--- src/rtl/vga_fb_write_arbiter.sv ---
// Round-robin owner of the frame-buffer write port, shared by host pixel writes and a rectangle-fill engine.
// Grant is combinational; the granted pixel reaches addr/color/we one cycle later.
module vga_fb_write_arbiter #(
  parameter int HD         = 1280,
  parameter int VD         = 1024,
  parameter int COORD_BITS = 11
) (
  input  logic                  clk_i,
  input  logic                  arstn_i,
  input  logic                  host_req_i,
  input  logic [COORD_BITS-1:0] host_x_i,
  input  logic [COORD_BITS-1:0] host_y_i,
  input  logic                  host_color_i,
  output logic                  host_gnt_o,
  input  logic                  fill_start_i,
  input  logic [COORD_BITS-1:0] fill_x0_i,
  input  logic [COORD_BITS-1:0] fill_y0_i,
  input  logic [COORD_BITS-1:0] fill_x1_i,
  input  logic [COORD_BITS-1:0] fill_y1_i,
  input  logic                  fill_color_i,
  input  logic                  fill_abort_i,
  output logic                  fill_busy_o,
  output logic                  fill_done_o,
  output logic [COORD_BITS-1:0] addr_x_o,
  output logic [COORD_BITS-1:0] addr_y_o,
  output logic                  color_o,
  output logic                  we_o
);

  typedef enum logic [1:0] {IDLE, FILL, DONE} state_t;

  localparam logic [COORD_BITS-1:0] X_LIM = COORD_BITS'(HD);
  localparam logic [COORD_BITS-1:0] Y_LIM = COORD_BITS'(VD);
  localparam logic [COORD_BITS-1:0] X_MAX = COORD_BITS'(HD - 1);
  localparam logic [COORD_BITS-1:0] Y_MAX = COORD_BITS'(VD - 1);

  state_t                state;
  logic [COORD_BITS-1:0] x0_q, x1_q, y1_q, cur_x, cur_y;
  logic                  color_q;
  logic                  last_fill_q;

  logic [COORD_BITS-1:0] x1_cl, y1_cl;
  logic                  rect_empty, fill_req, fill_gnt, host_in_range;

  assign x1_cl = (fill_x1_i > X_MAX) ? X_MAX : fill_x1_i;
  assign y1_cl = (fill_y1_i > Y_MAX) ? Y_MAX : fill_y1_i;
  assign rect_empty = (fill_x0_i > x1_cl) || (fill_y0_i > y1_cl) ||
                      (fill_x0_i >= X_LIM) || (fill_y0_i >= Y_LIM);

  // last_fill_q set means the fill engine won most recently, so host is favoured next
  assign fill_req      = (state == FILL);
  assign host_gnt_o    = host_req_i && (!fill_req || last_fill_q);
  assign fill_gnt      = fill_req && (!host_req_i || !last_fill_q);
  assign host_in_range = (host_x_i < X_LIM) && (host_y_i < Y_LIM);

  assign fill_busy_o = (state != IDLE);
  assign fill_done_o = (state == DONE) && !fill_abort_i;

  always_ff @(posedge clk_i or negedge arstn_i) begin
    if (!arstn_i) begin
      we_o        <= 1'b0;
      addr_x_o    <= '0;
      addr_y_o    <= '0;
      color_o     <= 1'b0;
      last_fill_q <= 1'b1;
    end else begin
      if (host_gnt_o) begin
        we_o        <= host_in_range;
        addr_x_o    <= host_x_i;
        addr_y_o    <= host_y_i;
        color_o     <= host_color_i;
        last_fill_q <= 1'b0;
      end else if (fill_gnt) begin
        we_o        <= 1'b1;
        addr_x_o    <= cur_x;
        addr_y_o    <= cur_y;
        color_o     <= color_q;
        last_fill_q <= 1'b1;
      end else begin
        we_o <= 1'b0;
      end
    end
  end

  always_ff @(posedge clk_i or negedge arstn_i) begin
    if (!arstn_i) begin
      state   <= IDLE;
      x0_q    <= '0;
      x1_q    <= '0;
      y1_q    <= '0;
      cur_x   <= '0;
      cur_y   <= '0;
      color_q <= 1'b0;
    end else begin
      case (state)
        IDLE: begin
          if (fill_start_i) begin
            x0_q    <= fill_x0_i;
            x1_q    <= x1_cl;
            y1_q    <= y1_cl;
            cur_x   <= fill_x0_i;
            cur_y   <= fill_y0_i;
            color_q <= fill_color_i;
            state   <= rect_empty ? DONE : FILL;
          end
        end
        FILL: begin
          if (fill_abort_i) begin
            state <= IDLE;
          end else if (fill_gnt) begin
            if (cur_x < x1_q) begin
              cur_x <= cur_x + 1'b1;
            end else if (cur_y < y1_q) begin
              cur_x <= x0_q;
              cur_y <= cur_y + 1'b1;
            end else begin
              state <= DONE;
            end
          end
        end
        DONE:    state <= IDLE;
        default: state <= IDLE;
      endcase
    end
  end

endmodule

--- config.mk ---
export PLATFORM = sky130hd
export DESIGN_NAME = vga_fb_write_arbiter
export DESIGN_NICKNAME = d
export VERILOG_FILES = /design/src/rtl/vga_fb_write_arbiter.sv
export SDC_FILE = /design/constraint.sdc
export NUM_CORES = 1
export LEC_CHECK = 0
export CAP_MARGIN = 25
export CELL_PAD_IN_SITES_DETAIL_PLACEMENT = 1
export CELL_PAD_IN_SITES_GLOBAL_PLACEMENT = 2
export CORE_MARGIN = 4
export CORE_UTILIZATION = 41
export CTS_BUF_LIST = sky130_fd_sc_hd__clkbuf_16
export CTS_CLUSTER_SIZE = 20
export DETAILED_ROUTE_END_ITERATION = 7
export DONT_BUFFER_PORTS = 1
export PLACE_DENSITY_LB_ADDON = 0.12
export SLEW_MARGIN = 20
export SYNTH_ARGS = -nofsm -noshare
export SYNTH_HDL_FRONTEND = slang
export SYNTH_SLANG_ARGS = --single-unit
export TNS_END_PERCENT = 1
--- constraint.sdc ---
create_clock -name clk_i -period 4.2 [get_ports clk_i]
set_input_delay 0.84 -clock clk_i [delete_from_list [all_inputs] [get_ports clk_i]]
set_output_delay 0.84 -clock clk_i [all_outputs]
set_load 0.01 [all_outputs]
# Word-level counts from Yosys, hierarchy flattened
# Cells that the tools add are included.
[totals] reg_bits=83 inputBits=73 output_inout_bits=27 wordCells=87
[classes] n_addsub=2 magnitude_cmp=10 n_eq_ne=11 n_mux=31 n_reduce_logical=21
[op_table] op="two-way mux 11 bit" count=16
[op_table] op="one-hot mux 11 bit (2 select lines)" count=2
[op_table] op="adder 11 x 1 -> 11 bit (second input constant)" count=2
[op_table] op="greater-or-equal comparator 11 bit (second input constant)" count=2
[op_table] op="> comparator 11 bit" count=2
[op_table] op="less-than comparator 11 bit" count=2
[op_table] op="less-than comparator 11 bit (second input constant)" count=2
[op_table] op="two-way mux 2 bit" count=6
[op_table] op="> comparator 11 x 10 -> 1 bit (second input constant)" count=1
[op_table] op="> comparator 11 bit (second input constant)" count=1
[op_table] op="two-way mux 1 bit" count=6
[op_table] op="!= test 2 bit (second input constant)" count=3
[op_table] op="!= test 3 bit (second input constant)" count=2
[op_table] op="AND reduction 6 bit" count=1
[op_table] op="nonzero test 2 bit" count=3
[op_table] op="logical OR 1 bit" count=5
[op_table] op="AND reduction 5 bit" count=1
[op_table] op="logical AND 1 bit" count=4
[op_table] op="zero test 1 bit" count=4
[op_table] op="!= test 2 x 1 -> 1 bit (second input constant)" count=2
[op_table] op="one-hot mux 2 bit (2 select lines)" count=1
[op_table] op="AND reduction 4 bit" count=1
[op_table] op="!= test 3 x 1 -> 1 bit (second input constant)" count=1
[op_table] op="!= test 3 x 2 -> 1 bit (second input constant)" count=1
[op_table] op="other kinds (4)" count=4

# Depth between registers and ports, before layout
[depth] ltp_word=9 mapped_depth=11 depth_no_buf=11

# Worst setup path before layout
# OpenSTA, ideal clock, no wires.
[synth_path] path_kind="input to register" startpoint="in fill_y1_i[10]" endpoint="reg state[1]" arrival_ns=2.566 t_required_ns=4.060 setup_slack_ns=1.495 path_stages=10 path_buffers=1 cell_sequence="clkbuf_1 > nor2_1 > ha_1 > nor2b_1 > o21ai_0 > a21oi_1 > a2111oi_0 > o211ai_1 > a22oi_1 > o32ai_1"
[synth_between] elab_chain_cells=9
[synth_rtl] item="start: declaration" line_no="19" text="input logic [COORD_BITS-1:0] fill_y1_i,"
[synth_rtl] item="> comparator 11 x 10 -> 1 bit" line_no="46" text="assign y1_cl = (fill_y1_i > Y_MAX) ? Y_MAX : fill_y1_i;"
[synth_rtl] item="two-way mux 11 bit *" line_no="46"
[synth_rtl] item="> comparator 11 bit *" line_no="47" text="assign rect_empty = (fill_x0_i > x1_cl) || (fill_y0_i > y1_cl) ||"
[synth_rtl] item="logical OR 1 bit * (2 in a row)" line_no="47"
[synth_rtl] item="logical OR 1 bit *" line_no="48" text="(fill_x0_i >= X_LIM) || (fill_y0_i >= Y_LIM);"
[synth_rtl] item="two-way mux 2 bit *" line_no="104" text="state <= rect_empty ? DONE : FILL;"
[synth_rtl] item="two-way mux 2 bit *" line_no="97" text="if (fill_start_i) begin"
[synth_rtl] item="one-hot mux 2 bit (2 select lines) *" line_no="95" text="case (state)"
[synth_rtl] item="end signal: assignment" line_no="104"
[synth_rtl] item="end: declaration" line_no="37" text="state_t state;"
# Mark *: on every way between the ends. The rest lies on a longest branch, timed or not. The select of a mux whose other input is x is not followed.
# A chain may end at the register's enable or synchronous reset.

# Final worst setup path
[layout_path] startpoint="reg cur_x[10]" endpoint="reg cur_x[8]"
[layout_between] elab_chain_cells=5 elab_cells_between_ends=7 cone_classes="order compare: 1; eq/ne: 1; mux: 4; reduce/logical: 1"
[layout_rtl] item="start: declaration" line_no="38" text="logic [COORD_BITS-1:0] x0_q, x1_q, y1_q, cur_x, cur_y;"
[layout_rtl] item="start signal: assignment" line_no="101" text="cur_x <= fill_x0_i;"
[layout_rtl] item="start signal: assignment" line_no="112" text="cur_x <= cur_x + 1'b1;"
[layout_rtl] item="start signal: assignment" line_no="114" text="cur_x <= x0_q;"
[layout_rtl] item="less-than comparator 11 bit *" line_no="111" text="if (cur_x < x1_q) begin"
[layout_rtl] item="two-way mux 11 bit" line_no="111"
[layout_rtl] item="two-way mux 11 bit" line_no="110" text="end else if (fill_gnt) begin"
[layout_rtl] item="two-way mux 11 bit" line_no="108" text="if (fill_abort_i) begin"
[layout_rtl] item="one-hot mux 11 bit (2 select lines)" line_no="95"
# Marked as above.

==> run_results.csv <==
group,metric,value,unit
logic_synthesis,synth_area,5021,µm²
power_and_ir_drop,vdd_ir_drop_max,212.8,µV
sta,skew,0.006675,ns
sta,setup_violations,0,
logic_synthesis,netlist_instances,579,
worst_setup_path,end_kind,"flip-flop",
drt,drc_errors,0,
clock_network,cts_setup_buffers,0,
worst_setup_path,critical_path_class,"flip-flop to flip-flop",
final_layout,area_growth,8.149,%
power_and_ir_drop,intPower,1.770,mW
min_path,hold_path.class,"input pin to async pin",
clock_network,cts_hold_buf,0,
clock_network,ctsResizeCount,0,
drt,antenna_left,0,
clock_network,cts_buffers,9,
logic_synthesis,syn_nets,696,
floorplan,fp.dieW,118.7,µm
sta,worst_pin_slew,0.6207,ns
sta,max_clock_freq,375.9,MHz
clock_network,clk_pin_slew,0.06,ns
sta,final.period_utilization,63.34,%
sta,drv_slew,0,
power_and_ir_drop,p_switching,1.047,mW
sta,rsz0062_at_grt,"no",
floorplan,fp.dieH,118.7,µm
power_and_ir_drop,swShare,37.16,%
global_route,grt_pass1_wl,23.48,mm
global_route,grt_use_total,21.12,%
drt,wl_per_cell,20.06,µm
sta,finalHoldViolCount,0,
floorplan,num_rows,40,
worst_setup_path,worst_setup_path_start_kind,"flip-flop",
drt,dr.pass1.iters,4,
global_route,grt_pass1_vias,4197,
power_and_ir_drop,p_per_area,518.7,nW/µm²
clock_network,clock_path_buffers,2,
power_and_ir_drop,p_seq_share,43.7,%
drt,wl,14.48,mm
placed_design,port_buffers,0,
global_route,antenna_found_initial,0,
floorplan,start_util,41.80,%
sta,period_minus_slack,2.660,ns
worst_setup_path,cp.arrival,2.85,ns
clock_network,tritoncts,"built",
drt,vias,4185,
floorplan,core_area,12010,µm²
clock_network,clockRootBuffer,"clkbuf_16",
placed_design,place_inst,708,
placed_design,gp_congestion,0.8170,
final_layout,layout-drive-gt1-share,5.739,%
logic_synthesis,avgSynthCellArea,8.672,µm²
worst_setup_path,r2r_end,"cur_x[8]",
worst_setup_path,r2r-start,"cur_x[10]",
worst_setup_path,path_max_fanout,19,
clock_network,clk_latency,0.34,ns
clock_network,cts_sinks,83,
final_layout,final_cell_count_no_fill,722,
placed_design,dpl.hpwl,10.82,mm
worst_setup_path,r2r_cells,8,
logic_synthesis,synth-seq-cells,83,
floorplan,dieArea,14080,µm²
logic_synthesis,ys_warn_count,0,
worst_setup_path,r2r_setup_slack,1.54,ns
power_and_ir_drop,combPwrFrac,29.2,%
drt,drt_iter0_drc,244,
flow_run,maxCapViolCount,0,
worst_setup_path,crit_required,4.39,ns
final_layout,antenna_cells,0,
power_and_ir_drop,clkPwrFrac,27.1,%
floorplan,io_pins,100,
final_layout,nets,689,
sta,slew_headroom,58.62,%
logic_synthesis,yosysSeqAreaShare,41.39,%
run_status,outcome,"completed",
sta,fin_setup_tns,0,ns
power_and_ir_drop,leakage,2.493,nW
logic_synthesis,synthDistinctLibCells,56,
drt,vias_per_cell,5.796,
global_route,overflow,0,
global_route,grt_max_degree,84,
clock_network,htreeDepth,3,
-- stage by stage --
stage | area [µm²] | setup WS (ns) | power (mW) | util [%] | hold slack, ns
2_1_floorplan | 5021 | 1.495 | 1.816 | - | 0.4381
3_3_place_gp | 5157 | 1.416 | 2.028 | 42.94 | 0.4537
3_5_place_dp | 5157 | 1.380 | 2.067 | 42.94 | 0.4621
4_1_cts | 5430 | 1.527 | 2.843 | 45.21 | 0.1804
5_1_grt | 5430 | 1.263 | 3.036 | 45.21 | 0.1751
6_report | 5430 | 1.540 | 2.817 | 45.21 | 0.1932
-- state kept, by name, indices dropped and copies added (netlist names) --
register,flops
addr_y_o,11
addr_x_o,11
color_o,1
y1_q,11
x1_q,11
state,2
we_o,1
cur_x,11
cur_y,11
x0_q,11
color_q,1
last_fill_q,1
-- area by class of cell --
| type | count | area, µm² |
|---|---|---|
| flip-flops and latches | 83 | 2078 |
| fillers | 1440 | 6581 |
| multi-input cells | 440 | 2726 |
| repair buffers | 7 | 52.55 |
| clock buffers | 9 | 225.2 |
| inverters | 31 | 116.4 |
| clock inverters | 5 | 47.55 |
| well taps | 147 | 183.9 |
-- per-layer routing --
metal | wire length (µm) | part of all wire (%) | GRT usage [%] | up-vias
met2 | 5784 | 40 | 29.38 | 131
met1 | 7312 | 50 | 32.54 | 2033
met5 | 0 | 0 | 0 | -
met4 | 189 | 1.3 | 5.720 | 0
met3 | 1196 | 8.3 | 4.880 | 14
li1 | - | - | - | 2007
-- synth_stat cells, drive strengths merged --
cell type / number / area, µm²
a211oi: 10 / 92.59
nand4: 13 / 87.58
xnor2: 5 / 43.79
conb: 1 / 3.750
o211ai: 4 / 30.03
o32ai: 2 / 17.52
or3: 1 / 6.260
a22o: 1 / 8.760
o31a: 1 / 8.760
o311a: 2 / 20.02
inv: 31 / 116.4
or4: 3 / 22.52
xor2: 4 / 35.03
nor3: 8 / 45.04
a21o: 5 / 37.54
a2111o: 1 / 11.26
buf: 9 / 47.54
or2b: 1 / 7.510
dfstp: 1 / 26.28
o311ai: 1 / 8.760
clkbuf: 16 / 60.06
a221o: 1 / 10.01
o221ai: 2 / 23.77
nand2: 94 / 352.8
nor2: 70 / 262.8
mux2i: 23 / 230.2
a2bb2oi: 1 / 8.760
a22oi: 1 / 7.510
nand2b: 3 / 18.77
or2: 3 / 18.77
o21ai: 39 / 198.9
o22ai: 4 / 25.02
mux2: 3 / 33.78
a221oi: 1 / 8.760
nand3: 15 / 80.08
nor2b: 6 / 45.04
nor3b: 1 / 7.510
dfrtp: 82 / 2052
a2111oi: 2 / 17.52
a32o: 1 / 10.01
and3: 3 / 18.77
and2: 2 / 12.51
a21oi: 58 / 290.3
ha: 44 / 550.5
-- worst max-delay path, stage by stage, from the launching register on --
cell	delay, ns
dfrtp_1	0.44
ha_1	0.34
a21oi_1	0.18
o221ai_1	0.18
a211oi_4	0.39
nor2_1	0.17
a21o_1	0.43
a221oi_1	0.30
a21oi_1	0.07
-- power by group through the flow --
stage                     Clock, mW  Combinational, mW  Sequential, mW
after detailed placement          0              0.823            1.24
after global routing          0.823              0.952            1.26
after global placement            0              0.796            1.23
final                         0.763              0.823            1.23
after floorplan                   0              0.661            1.15
after CTS                     0.782              0.832            1.23
-- layout by cell type, fill, tap and decap left out, types with 2 or more instances in the layout --
cell       count
nor2b_1        5
mux2_2         2
clkinv_2       2
nand2_1       94
buf_4          7
dfrtp_1       82
or4_1          3
o211ai_1       4
xor2_1         4
o311a_1        2
nor3_1         7
a211oi_1       8
or2_2          3
ha_1          44
nor2_1        70
o22ai_1        4
o21ai_1        8
xnor2_1        5
a21o_1         5
nand2b_1       3
and3_1         3
a2111oi_0      2
clkbuf_16      9
o32ai_1        2
a21oi_1       58
mux2i_1       23
nand4_1       12
and2_1         2
o21ai_0       30
nand3_1       14
inv_1         32
-- logic make-up after synthesis --
logic type	Yosys count	synth area share (%)
and+or+nand+nor	223	19.64
AOI/OAI and AO/OA	137	16.65
DFF	83	41.39
buffers and inverters	56	4.460
adders and majority gates	44	10.96
muxes	26	5.258
xor gates and xnor gates	9	1.570
other	1	0.07469
-- worst max path at each step --
stage / slack [ns] / start / end
final: 1.54 / cur_x[10] / cur_x[8]
after global routing: 1.26 / cur_x[10] / cur_x[8]
after CTS: 1.53 / cur_x[10] / cur_x[8]
after detailed placement: 1.38 / fill_x1_i[10] / state[1]
after global placement: 1.42 / fill_x1_i[10] / state[1]
after floorplan: 1.49 / fill_y1_i[10] / state[1]
Power figures use the tool's default switching activity.
